**src/rtl/boot_button_qualifier.sv**
```systemverilog
// Front-panel button qualifier: synchronise, debounce and time the active-low button,
// producing a sticky boot request on release of a long press. Optional: BOOT_QUAL_CANCEL_EN.
module boot_button_qualifier #(
    parameter int unsigned DEBOUNCE_CYCLES = 1250000,
    parameter int unsigned HOLD_CYCLES     = 250000000,
    parameter int unsigned CANCEL_CYCLES   = 1250000000
) (
    input  logic SYSCLK,
    input  logic RESET,
    input  logic PANO_BUTTON,
    input  logic boot_enable,
    output logic pressed,
    output logic short_press,
    output logic armed,
    output logic boot
);

    localparam int DW = $clog2(DEBOUNCE_CYCLES + 1);
    localparam int HW = $clog2(CANCEL_CYCLES + 1);

    localparam logic [DW-1:0] DB_LIMIT   = DW'(DEBOUNCE_CYCLES);
    localparam logic [HW-1:0] HOLD_LIMIT = HW'(HOLD_CYCLES);
    localparam logic [HW-1:0] HCNT_MAX   = '1;
`ifdef BOOT_QUAL_CANCEL_EN
    localparam logic [HW-1:0] CANCEL_LIMIT = HW'(CANCEL_CYCLES);
`endif

    localparam logic [2:0] ST_IDLE     = 3'd0;
    localparam logic [2:0] ST_HOLD     = 3'd1;
    localparam logic [2:0] ST_ARMED    = 3'd2;
    localparam logic [2:0] ST_FIRE     = 3'd3;
`ifdef BOOT_QUAL_CANCEL_EN
    localparam logic [2:0] ST_CANCELED = 3'd4;
`endif

    logic          sync1_q, sync2_q;
    logic [DW-1:0] db_cnt_q, db_cnt_d;
    logic          pressed_q, pressed_d;
    logic [2:0]    state_q, state_d;
    logic [HW-1:0] hcnt_q, hcnt_d, hcnt_inc;
    logic          short_press_q, short_press_d;
    logic          armed_q, boot_q;
    logic          btn_sample;

    // Synchroniser output, converted to 1 = pressed.
    assign btn_sample = ~sync2_q;

    // NOTE: every signal assigned in an always_comb gets a default first, so no path leaves it unassigned and no latch is inferred.
    always_comb begin
        db_cnt_d  = '0;
        pressed_d = pressed_q;
        if (btn_sample != pressed_q) begin
            if (db_cnt_q == DB_LIMIT) begin
                pressed_d = ~pressed_q;
            end else begin
                db_cnt_d = db_cnt_q + DW'(1);
            end
        end
    end

    assign hcnt_inc = (hcnt_q == HCNT_MAX) ? hcnt_q : hcnt_q + HW'(1);

    // Release is checked before any threshold so it wins when both happen in one cycle.
    always_comb begin
        state_d       = state_q;
        hcnt_d        = hcnt_q;
        short_press_d = 1'b0;
        case (state_q)
            ST_IDLE: begin
                if (pressed_q) begin
                    state_d = ST_HOLD;
                    hcnt_d  = '0;
                end
            end
            ST_HOLD: begin
                hcnt_d = hcnt_inc;
                if (!pressed_q) begin
                    short_press_d = 1'b1;
                    state_d       = ST_IDLE;
                end else if (hcnt_inc >= HOLD_LIMIT) begin
                    state_d = ST_ARMED;
                end
            end
            ST_ARMED: begin
`ifdef BOOT_QUAL_CANCEL_EN
                hcnt_d = hcnt_inc;
                if (!pressed_q) begin
                    state_d = boot_enable ? ST_FIRE : ST_IDLE;
                end else if (hcnt_inc >= CANCEL_LIMIT) begin
                    state_d = ST_CANCELED;
                end
`else
                if (!pressed_q) begin
                    state_d = boot_enable ? ST_FIRE : ST_IDLE;
                end
`endif
            end
            ST_FIRE: begin
                state_d = ST_FIRE;
            end
`ifdef BOOT_QUAL_CANCEL_EN
            ST_CANCELED: begin
                if (!pressed_q) begin
                    state_d = ST_IDLE;
                end
            end
`endif
            default: begin
                state_d = ST_IDLE;
            end
        endcase
    end

    // NOTE: sequential state uses non-blocking assignments so every flop samples pre-edge values.
    always_ff @(posedge SYSCLK) begin
        if (RESET) begin
            sync1_q       <= 1'b1;
            sync2_q       <= 1'b1;
            db_cnt_q      <= '0;
            pressed_q     <= 1'b0;
            state_q       <= ST_IDLE;
            hcnt_q        <= '0;
            short_press_q <= 1'b0;
            armed_q       <= 1'b0;
            boot_q        <= 1'b0;
        end else begin
            sync1_q       <= PANO_BUTTON;
            sync2_q       <= sync1_q;
            db_cnt_q      <= db_cnt_d;
            pressed_q     <= pressed_d;
            state_q       <= state_d;
            hcnt_q        <= hcnt_d;
            short_press_q <= short_press_d;
            armed_q       <= (state_d == ST_ARMED);
            boot_q        <= (state_d == ST_FIRE);
        end
    end

    assign pressed     = pressed_q;
    assign short_press = short_press_q;
    assign armed       = armed_q;
    assign boot        = boot_q;

endmodule
```
**config.mk**
```make
export PLATFORM = sky130hd
export DESIGN_NAME = boot_button_qualifier
export DESIGN_NICKNAME = d
export VERILOG_FILES = /design/src/rtl/boot_button_qualifier.sv
export SDC_FILE = /design/constraint.sdc
export NUM_CORES = 1
export LEC_CHECK = 0
export CORE_MARGIN = 2
export CORE_UTILIZATION = 50
export DETAILED_ROUTE_END_ITERATION = 6
export PLACE_DENSITY = 0.64
export SKIP_LAST_GASP = 1
export SLEW_MARGIN = 5
export SYNTH_ARGS = -nofsm -noshare
export SYNTH_HDL_FRONTEND = slang
export SYNTH_SLANG_ARGS = --single-unit
```
**constraint.sdc**
```tcl
create_clock -name SYSCLK -period 3.8 [get_ports SYSCLK]
set_input_delay 0.95 -clock SYSCLK [delete_from_list [all_inputs] [get_ports SYSCLK]]
set_output_delay 0.95 -clock SYSCLK [all_outputs]
set_load 0.05 [all_outputs]
```
==> reports/qor.csv, run 1 <==
stage;metric;value;unit
final_layout;Final Net Count;478;
sta;Tcrit/Tclk final;0.831;
critical_path;Critical Path AT;3.44;ns
place;DP Area;3700;sq um
grt;GR Util All Layers;0.251;
final_layout;commonest non-fill, non-tap cell in the layout;dfxtp_1;
hold_path;HP Class;register to register;
place;I/O Buffers;7;
drt;Routed WL;9.44;mm
synth;Mapped Nets;484;
synth;Mapped Cells;477;
sta;Final setup viols;0;
final_layout;number of flip-flops under the largest register name;31;
synth;Mapped Area;3590;sq um
clocking;clk slew on worst S/H paths;0.07;ns
critical_path;critical path type;register to register;
power_and_ir_drop;Max VDD drop;0.207;mV
drt;via count;3537;
sta;Clock Skew;0.0112;ns
grt;wire length of the first global-routing pass;15.4;mm
critical_path;worst path required time;4.08;ns
synth;sequential area share after synthesis;0.340;
die;die height;88.8;um
final_layout;Reg with most FFs;hcnt_q;
grt;vias in the first global route;3139;
clocking;Bufs on Longest Clock Path;2;
grt;initial antenna violation count;0;
place;detailed placer's ending HPWL;6.58;mm
drt;Via-to-Cell Ratio;6.18;
clocking;clock latency on the worst-skew pair;0.34;ns
synth;Yosys warnings;0;
clocking;Sink Count;61;
sta;Max Slew Vio Count;0;
sta;Slew HR;0.476;
clocking;hold_buf cts;0;
place;placer congestion estimate;0.922;
job;max cap viols;0;
synth;synth unique cells;64;
power_and_ir_drop;PwrDens;319;nW/um^2
final_layout;Regs by FF count;hcnt_q x31, db_cnt_q x21, state_q x3;
clocking;H-tree Lvls;3;
drt;antenna viol nets, final;0;
final_layout;commonest non-fill, non-tap cells in the layout;61 x dfxtp_1, 60 x nor2_1, 40 x a21oi_1;
critical_path;Setup crit start kind;register;
sta;Final Hold Fails;0;
critical_path;Max FO, Critical Path;17;
synth;largest area contributor in the synthesized netlist;dfxtp_1;
clocking;CTS Buf Count;9;
die;row count;30;
clocking;CTS tree;built;
die;CORE AREA;6870;sq um
power_and_ir_drop;Pleak;0.00119;uW
sta;RSZ-0062 raised after global routing;false;
die;Starting Density;0.523;
synth;syn_area_per_cell;7.54;sq um
synth;FFs w/ async S/R, synth;0;
final_layout;P&R area growth vs syn;8.35;%
clocking;root buffer cell;clkbuf_8;
synth;Synth top area share;0.340;
synth;top_reg_cell synth;dfxtp_1;
sta;Period minus WS final;3.16;ns
drt;Routed WL per cell;16.5;um
synth;register bit count reported by yosys;61;
synth;synth top area cells;dfxtp_1 34%, nor2_1 6.3%, a21oi_1 5.6%, o21ai_0 4.9%, nand3_1 3.9%;
final_layout;Final Cell Area;3890;sq um
clocking;quantity of gates resized following cts;0;
final_layout;fraction of layout cells with a size suffix above 1;0.0945;
critical_path;CP Capture Type;register;
status;status;complete, no violations;
grt;Overflow after GRT;0;
synth;Post-synth EDFFs;0;
sta;Slew @ Worst Pin;0.783;ns
die;Ports;8;
grt;largest net degree at the start of global routing;22;
drt;router iterations before antenna repair;5;
sta;setup TNS;0;ns
drt;DRC;0;
die;Die Wd;88.8;um
drt;DRT iter0 DRCs;231;
die;die area;7880;sq um
sta;fmax;0.317;GHz
final_layout;diode count;0;
clocking;Post-CTS Setup Inserts;0;
per-layer routing:
layer	vias to the layer above	wire, um	track usage
met5	-	0	0
met4	0	204	0.0813
met3	27	566	0.0550
met2	132	4260	0.382
met1	1659	4410	0.353
li1	1719	-	-
power by group:
group	leakage (uW)	switching (uW)	internal, uW
clock network	0.000104	278	306
registers	0.000492	1.67	641
logic	0.000596	10.5	5.94
critical path, cell delays in order, from the launching register on:
cell and delay [ns]:
dfxtp_1 0.39, ha_1 0.25, and4_2 0.33, and4_1 0.48, and2_1 0.57, a2111oi_0 0.16
a2111oi_0 0.31, o211a_1 0.25, nor2_1 0.06, o21ai_2 0.15, and2b_1 0.14
synth_stat cells (4+ instances only):
cell / n
nor4_1: 4
or2_2: 7
o21ai_0: 35
xor2_1: 13
xnor2_1: 12
nand4_1: 13
nor2_1: 60
inv_1: 10
a31oi_1: 10
and4_1: 5
dfxtp_1: 61
and2_1: 6
a21oi_1: 40
a311oi_1: 7
clkbuf_1: 26
nor3_1: 21
nand2_1: 37
and3_1: 11
nand3_1: 28
cells by family after synthesis:
logic type / Yosys count / share of synthesized area
and+or+nand+nor: 218 / 0.313
AOI/OAI and AO/OA: 125 / 0.218
DFF: 61 / 0.340
buffers and inverters: 42 / 0.0519
xor gates and xnor gates: 25 / 0.0609
adders and majority gates: 3 / 0.0104
muxes: 2 / 0.00592
other: 1 / 0.00104
cell type report:
class | instances | area, sq um
clock inverter | 7 | 75.1
sequential | 61 | 1220
tap | 96 | 120
clock buffer | 9 | 124
multi-input combinational | 374 | 2190
fill | 664 | 2970
timing repair buffer | 15 | 130
inverter | 10 | 37.5
path summary, 6_finish.rpt:
check | from | endpoint | slack, ns | depth (start not counted)
worst max-delay path | hcnt_q[0] | armed | 0.64 | 10
worst min-delay path | sync1_q | sync2_q | 0.42 | 1
worst max register to register | hcnt_q[0] | armed | 0.64 | 10
worst min register to register | sync1_q | sync2_q | 0.42 | 1
metrics by stage:
stage               total power, uW  std cells  hold slack [ns]  worst slack (ns)   util
finish                         1240        572            0.421             0.644  0.567
global route                   1290        572            0.431             0.439  0.567
CTS                            1260        572            0.426             0.636  0.567
detailed placement              674        556            0.411             0.673  0.538
global placement                674        556            0.408             0.778  0.538
floorplan                       666        477            0.389              1.11      -
Power figures use the tool's default switching activity.
==> run 2, diff against run 1 <==
- PLACE_DENSITY: 0.64 -> 0.67
- clock period: 3.8 -> 2.6 ns (I/O delays scaled with it)
==> run 2 against run 1 <==
Against the previous run:
- combinational power grew 55%
- register-to-register slack worse by 0.63 ns
- design area rose by 18%
- global-route usage is 2.9 points higher
- die area is the same
- largest power group unchanged
- critical path type unchanged
- wire length grew 12%
- critical path depth rose by 1
- setup slack worse by 0.63 ns
- worst hold slack improved by 0.023 ns
- critical endpoint unchanged
==> reports/qor.csv, run 2 (synthesized netlist as in run 1, its figures left out) <==
stage;metric;value;unit
status;status;complete, no violations;
place;DP Area;4230;sq um
critical_path;critical path type;register to register;
drt;Routed WL per cell;16.3;um
sta;Final Hold Fails;0;
clocking;clock latency on the worst-skew pair;0.34;ns
clocking;Sink Count;61;
critical_path;Critical Path AT;2.82;ns
drt;Routed WL;10.5;mm
final_layout;Final Net Count;551;
grt;Overflow after GRT;0;
final_layout;number of flip-flops under the largest register name;31;
final_layout;diode count;0;
sta;Slew @ Worst Pin;0.567;ns
critical_path;Max FO, Critical Path;5;
drt;router iterations before antenna repair;5;
drt;met2 WL;5.10;mm
sta;fmax;0.387;GHz
critical_path;CP max stage cell;or4_4;
final_layout;Core Util, Final;0.670;
sta;Max Slew Vio Count;0;
critical_path;Buf/Inv on CP;2;
drt;Post-Route M1 WL;4.71;mm
place;detailed placer's ending HPWL;7.49;mm
clocking;root buffer cell;clkbuf_8;
critical_path;Setup crit start kind;register;
grt;vias in the first global route;3493;
sta;RSZ-0062 raised after global routing;true;
final_layout;commonest non-fill, non-tap cells in the layout;79 x buf_4, 58 x nor2_1, 53 x dfxtp_1;
die;Ports;8;
drt;DRT iter0 DRCs;251;
die;Starting Density;0.523;
final_layout;fraction of layout cells with a size suffix above 1;0.262;
critical_path;crit-path most repeated cell;o211ai_2;
clocking;CTS tree;built;
place;I/O Buffers;7;
critical_path;CP Capture Type;register;
sta;final hold slack;0.444;ns
critical_path;top cell family by delay on the critical path;simple AND/OR/NAND/NOR gates;
sta;Final setup viols;0;
sta;Tcrit/Tclk final;0.994;
final_layout;commonest non-fill, non-tap cell in the layout;buf_4;
critical_path;crit-path max cell delay;0.52;ns
drt;max layer used;met4;
power_and_ir_drop;Pleak;0.00158;uW
grt;largest net degree at the start of global routing;21;
grt;initial antenna violation count;0;
clocking;H-tree Lvls;3;
job;max cap viols;0;
final_layout;filler cell count in the final layout;600;
drt;DRC;0;
grt;GR Util All Layers;0.280;
final_layout;P&R area growth vs syn;28.0;%
drt;Via-to-Cell Ratio;5.93;
drt;antenna viol nets, final;0;
grt;wire length of the first global-routing pass;16.9;mm
drt;via count;3822;
die;Die Wd;88.8;um
final_layout;Final Cell Area;4600;sq um
hold_path;HP Class;register to register;
power_and_ir_drop;PwrDens;390;nW/um^2
power_and_ir_drop;Max VDD drop;0.250;mV
final_layout;Regs by FF count;hcnt_q x31, db_cnt_q x21, state_q x3;
die;die area;7880;sq um
clocking;CTS Buf Count;9;
final_layout;Reg with most FFs;hcnt_q;
sta;Clock Skew;0.00655;ns
die;die height;88.8;um
place;dpl ws;-0.0731;ns
die;row count;30;
critical_path;worst path required time;2.84;ns
clocking;clk slew on worst S/H paths;0.07;ns
drt;met3 WL;422;um
sta;Final Worst Setup Slack;0.0165;ns
die;CORE AREA;6870;sq um
sta;Slew HR;0.621;
sta;Period minus WS final;2.58;ns
place;placer congestion estimate;0.933;
critical_path;CP Cell Sequence;buf_4, nand2_2, buf_6, or4_4, nor3_2, a31oi_4, a211oi_2, o211ai_2, o211ai_2, o21ai_2, and2b_1;
clocking;Bufs on Longest Clock Path;2;
==> run 2: final cells by class <==
| class | count | area, sq um | area share |
|---|---|---|---|
| clock inverters | 6 | 63.8 | 0.0139 |
| flip-flops and latches | 61 | 1240 | 0.269 |
| multi-input cells | 374 | 2330 | 0.506 |
| repair buffers | 88 | 686 | 0.149 |
| well taps | 96 | 120 | 0.0261 |
| inverters | 10 | 37.5 | 0.00816 |
| clock buffers | 10 | 128 | 0.0277 |
==> run 2: timing repair <==
item	in CTS	in global routing
setup buffers	0	3
pin swaps	0	15
gates resized for setup	11	29
endpoints found under the setup margin	3	4
hold buffers	0	0
==> run 2: worst paths after layout <==
path | cells after the start | startpoint | end | slack (ns)
worst max-delay path | 11 | hcnt_q[1] | armed | 0.02
worst max register to register | 11 | hcnt_q[1] | armed | 0.02
worst min-delay path | 1 | sync1_q | sync2_q | 0.44
worst min register to register | 1 | sync1_q | sync2_q | 0.44
==> run 2: stage by stage <==
| step | cells | power, uW | setup TNS, ns |
|---|---|---|---|
| finish | 645 | 1790 | 0 |
| global route | 645 | 1850 | -0.274 |
| CTS | 642 | 1810 | 0 |
| detailed placement | 626 | 986 | -0.184 |
| global placement | 626 | 985 | 0 |
| floorplan | 477 | 973 | 0 |
==> run 2: report_power, final <==
group | leakage, uW | total [uW] | internal, uW | switching, uW
logic | 0.000986 | 25.5 | 9.17 | 16.3
clock network | 0.0000923 | 833 | 441 | 392
registers | 0.000497 | 936 | 933 | 2.23
==> run 2: per-layer routing <==
metal,up-vias,global-route usage
met3,31,0.0457
met2,93,0.467
li1,1871,-
met1,1827,0.356
met5,-,0
met4,0,0.121
==> run 3, diff against run 2 <==
--- a/config.mk
+++ b/config.mk
@@ -10,3 +10,3 @@
 export DETAILED_ROUTE_END_ITERATION = 6
-export PLACE_DENSITY = 0.67
+export PLACE_DENSITY = 0.64
 export SKIP_LAST_GASP = 1
==> constraint.sdc (replaced) <==
create_clock -name SYSCLK -period 3 [get_ports SYSCLK]
set_input_delay 0.9 -clock SYSCLK [delete_from_list [all_inputs] [get_ports SYSCLK]]
set_output_delay 0.9 -clock SYSCLK [all_outputs]
set_load 0.1 [all_outputs]
==> run 3 against run 2 <==
Against the previous run:
- utilization decreased by 9.1 points
- fmax decreased by 11%
- worst hold slack got worse by 0.021 ns
- final cell count decreased by 9.6%
- sequential share of layout area increased by 3.8 points
- first-iteration DRC count increased by 11%
- setup slack improved by 0.078 ns
- non-clock buffer count decreased by 62
- critical endpoint is now boot
- largest cell class unchanged
- highest routed layer unchanged
==> reports/qor.csv, run 3 (synthesized netlist as in run 1, its figures left out) <==
stage;metric;value;unit
sta;Final setup viols;0;
final_layout;Regs by FF count;hcnt_q x31, db_cnt_q x21, state_q x3;
place;placer congestion estimate;1.00;
grt;vias in the first global route;3313;
drt;Routed WL;9.54;mm
power_and_ir_drop;Max VDD drop;0.250;mV
sta;Clock Skew;0.00992;ns
drt;Via-to-Cell Ratio;6.11;
place;detailed placer's ending HPWL;6.88;mm
clocking;hold_buf cts;0;
sta;Tcrit/Tclk final;0.968;
final_layout;Reg with most FFs;hcnt_q;
drt;DRT iter0 DRCs;279;
place;I/O Buffers;7;
job;max cap viols;0;
critical_path;CP max stage cell;or4_1;
grt;wire length of the first global-routing pass;15.8;mm
final_layout;number of flip-flops under the largest register name;31;
grt;Overflow after GRT;0;
critical_path;CP Capture Type;register;
clocking;root buffer cell;clkbuf_8;
final_layout;P&R area growth vs syn;10.6;%
critical_path;top cell family by delay on the critical path;simple AND/OR/NAND/NOR gates;
die;row count;30;
drt;Routed WL per cell;16.4;um
die;Starting Density;0.523;
critical_path;Max FO, Critical Path;9;
die;die area;7880;sq um
sta;Slew HR;0.553;
final_layout;fraction of layout cells with a size suffix above 1;0.127;
sta;Slew @ Worst Pin;0.666;ns
clocking;clock latency on the worst-skew pair;0.36;ns
sta;final hold slack;0.423;ns
drt;DRC;0;
sta;Final Hold Fails;0;
final_layout;Core Util, Final;0.579;
final_layout;diode count;0;
status;status;complete, no violations;
clocking;Sink Count;61;
final_layout;Final Net Count;489;
sta;Period minus WS final;2.91;ns
critical_path;Setup crit start kind;register;
hold_path;HP Class;register to register;
sta;Max Slew Vio Count;0;
grt;GR Util All Layers;0.260;
critical_path;crit-path max cell delay;0.70;ns
grt;initial antenna violation count;0;
clocking;CTS Buf Count;9;
drt;router iterations before antenna repair;5;
power_and_ir_drop;Pleak;0.00126;uW
die;die height;88.8;um
critical_path;critical path type;register to register;
final_layout;commonest non-fill, non-tap cells in the layout;60 x nor2_1, 60 x dfxtp_1, 40 x a21oi_1;
grt;largest net degree at the start of global routing;24;
clocking;Bufs on Longest Clock Path;2;
die;Ports;8;
clocking;clk slew on worst S/H paths;0.07;ns
power_and_ir_drop;PwrDens;398;nW/um^2
die;CORE AREA;6870;sq um
clocking;H-tree Lvls;3;
critical_path;worst path required time;3.26;ns
critical_path;Critical Path AT;3.16;ns
clocking;CTS tree;built;
critical_path;CP Cell Sequence;nand4_1, or4_1, nor4_2, nand4_1, a21oi_1, o211ai_2, o211ai_2, o21ai_2, and2_1;
sta;fmax;0.344;GHz
critical_path;Buf/Inv on CP;0;
die;Die Wd;88.8;um
drt;via count;3562;
drt;antenna viol nets, final;0;
## run 3: report_power, final
group          leakage [uW]  internal [uW]  switching (uW)  total (uW)
clock network      0.000104            387             359         747
logic              0.000662           7.51            13.2        20.7
registers          0.000493            811            2.01         813
## run 3: area by class of cell
type / count / area [sq um]
multi-input cells: 374 / 2190
clock buffers: 9 / 124
flip-flops and latches: 61 / 1220
fillers: 662 / 2890
inverters: 10 / 37.5
well taps: 96 / 120
clock inverters: 7 / 75.1
repair buffers: 26 / 203
## run 3: per-stage QoR
step	power, uW	cell area (sq um)	setup TNS (ns)	worst slack, ns	cells
final	1580	3980	0	0.0948	583
after global routing	1620	3980	-0.132	-0.0556	583
after CTS	1600	3970	0	0.128	583
after detailed placement	853	3770	0	0.151	567
after global placement	853	3770	0	0.232	567
after floorplan	843	3590	0	0.305	477
## run 3: per-layer routing
metal,GRT usage,up-vias,wire length (um)
met5,0,-,0
met4,0.116,0,227
met3,0.0466,21,544
met2,0.418,134,4370
met1,0.342,1659,4400
li1,-,1748,-
## run 3: path summary, 6_finish.rpt
path / start / endpoint / slack, ns / depth (start not counted)
setup / recovery: hcnt_q[8] / boot / 0.09 / 9
hold / removal: sync1_q / sync2_q / 0.42 / 1
setup reg to reg: hcnt_q[8] / boot / 0.09 / 9
hold reg to reg: sync1_q / sync2_q / 0.42 / 1
## run 3: what timing repair did
item	in CTS	in global routing
buffers inserted	0	0
endpoints found under the setup margin	0	3
resized for setup	0	4
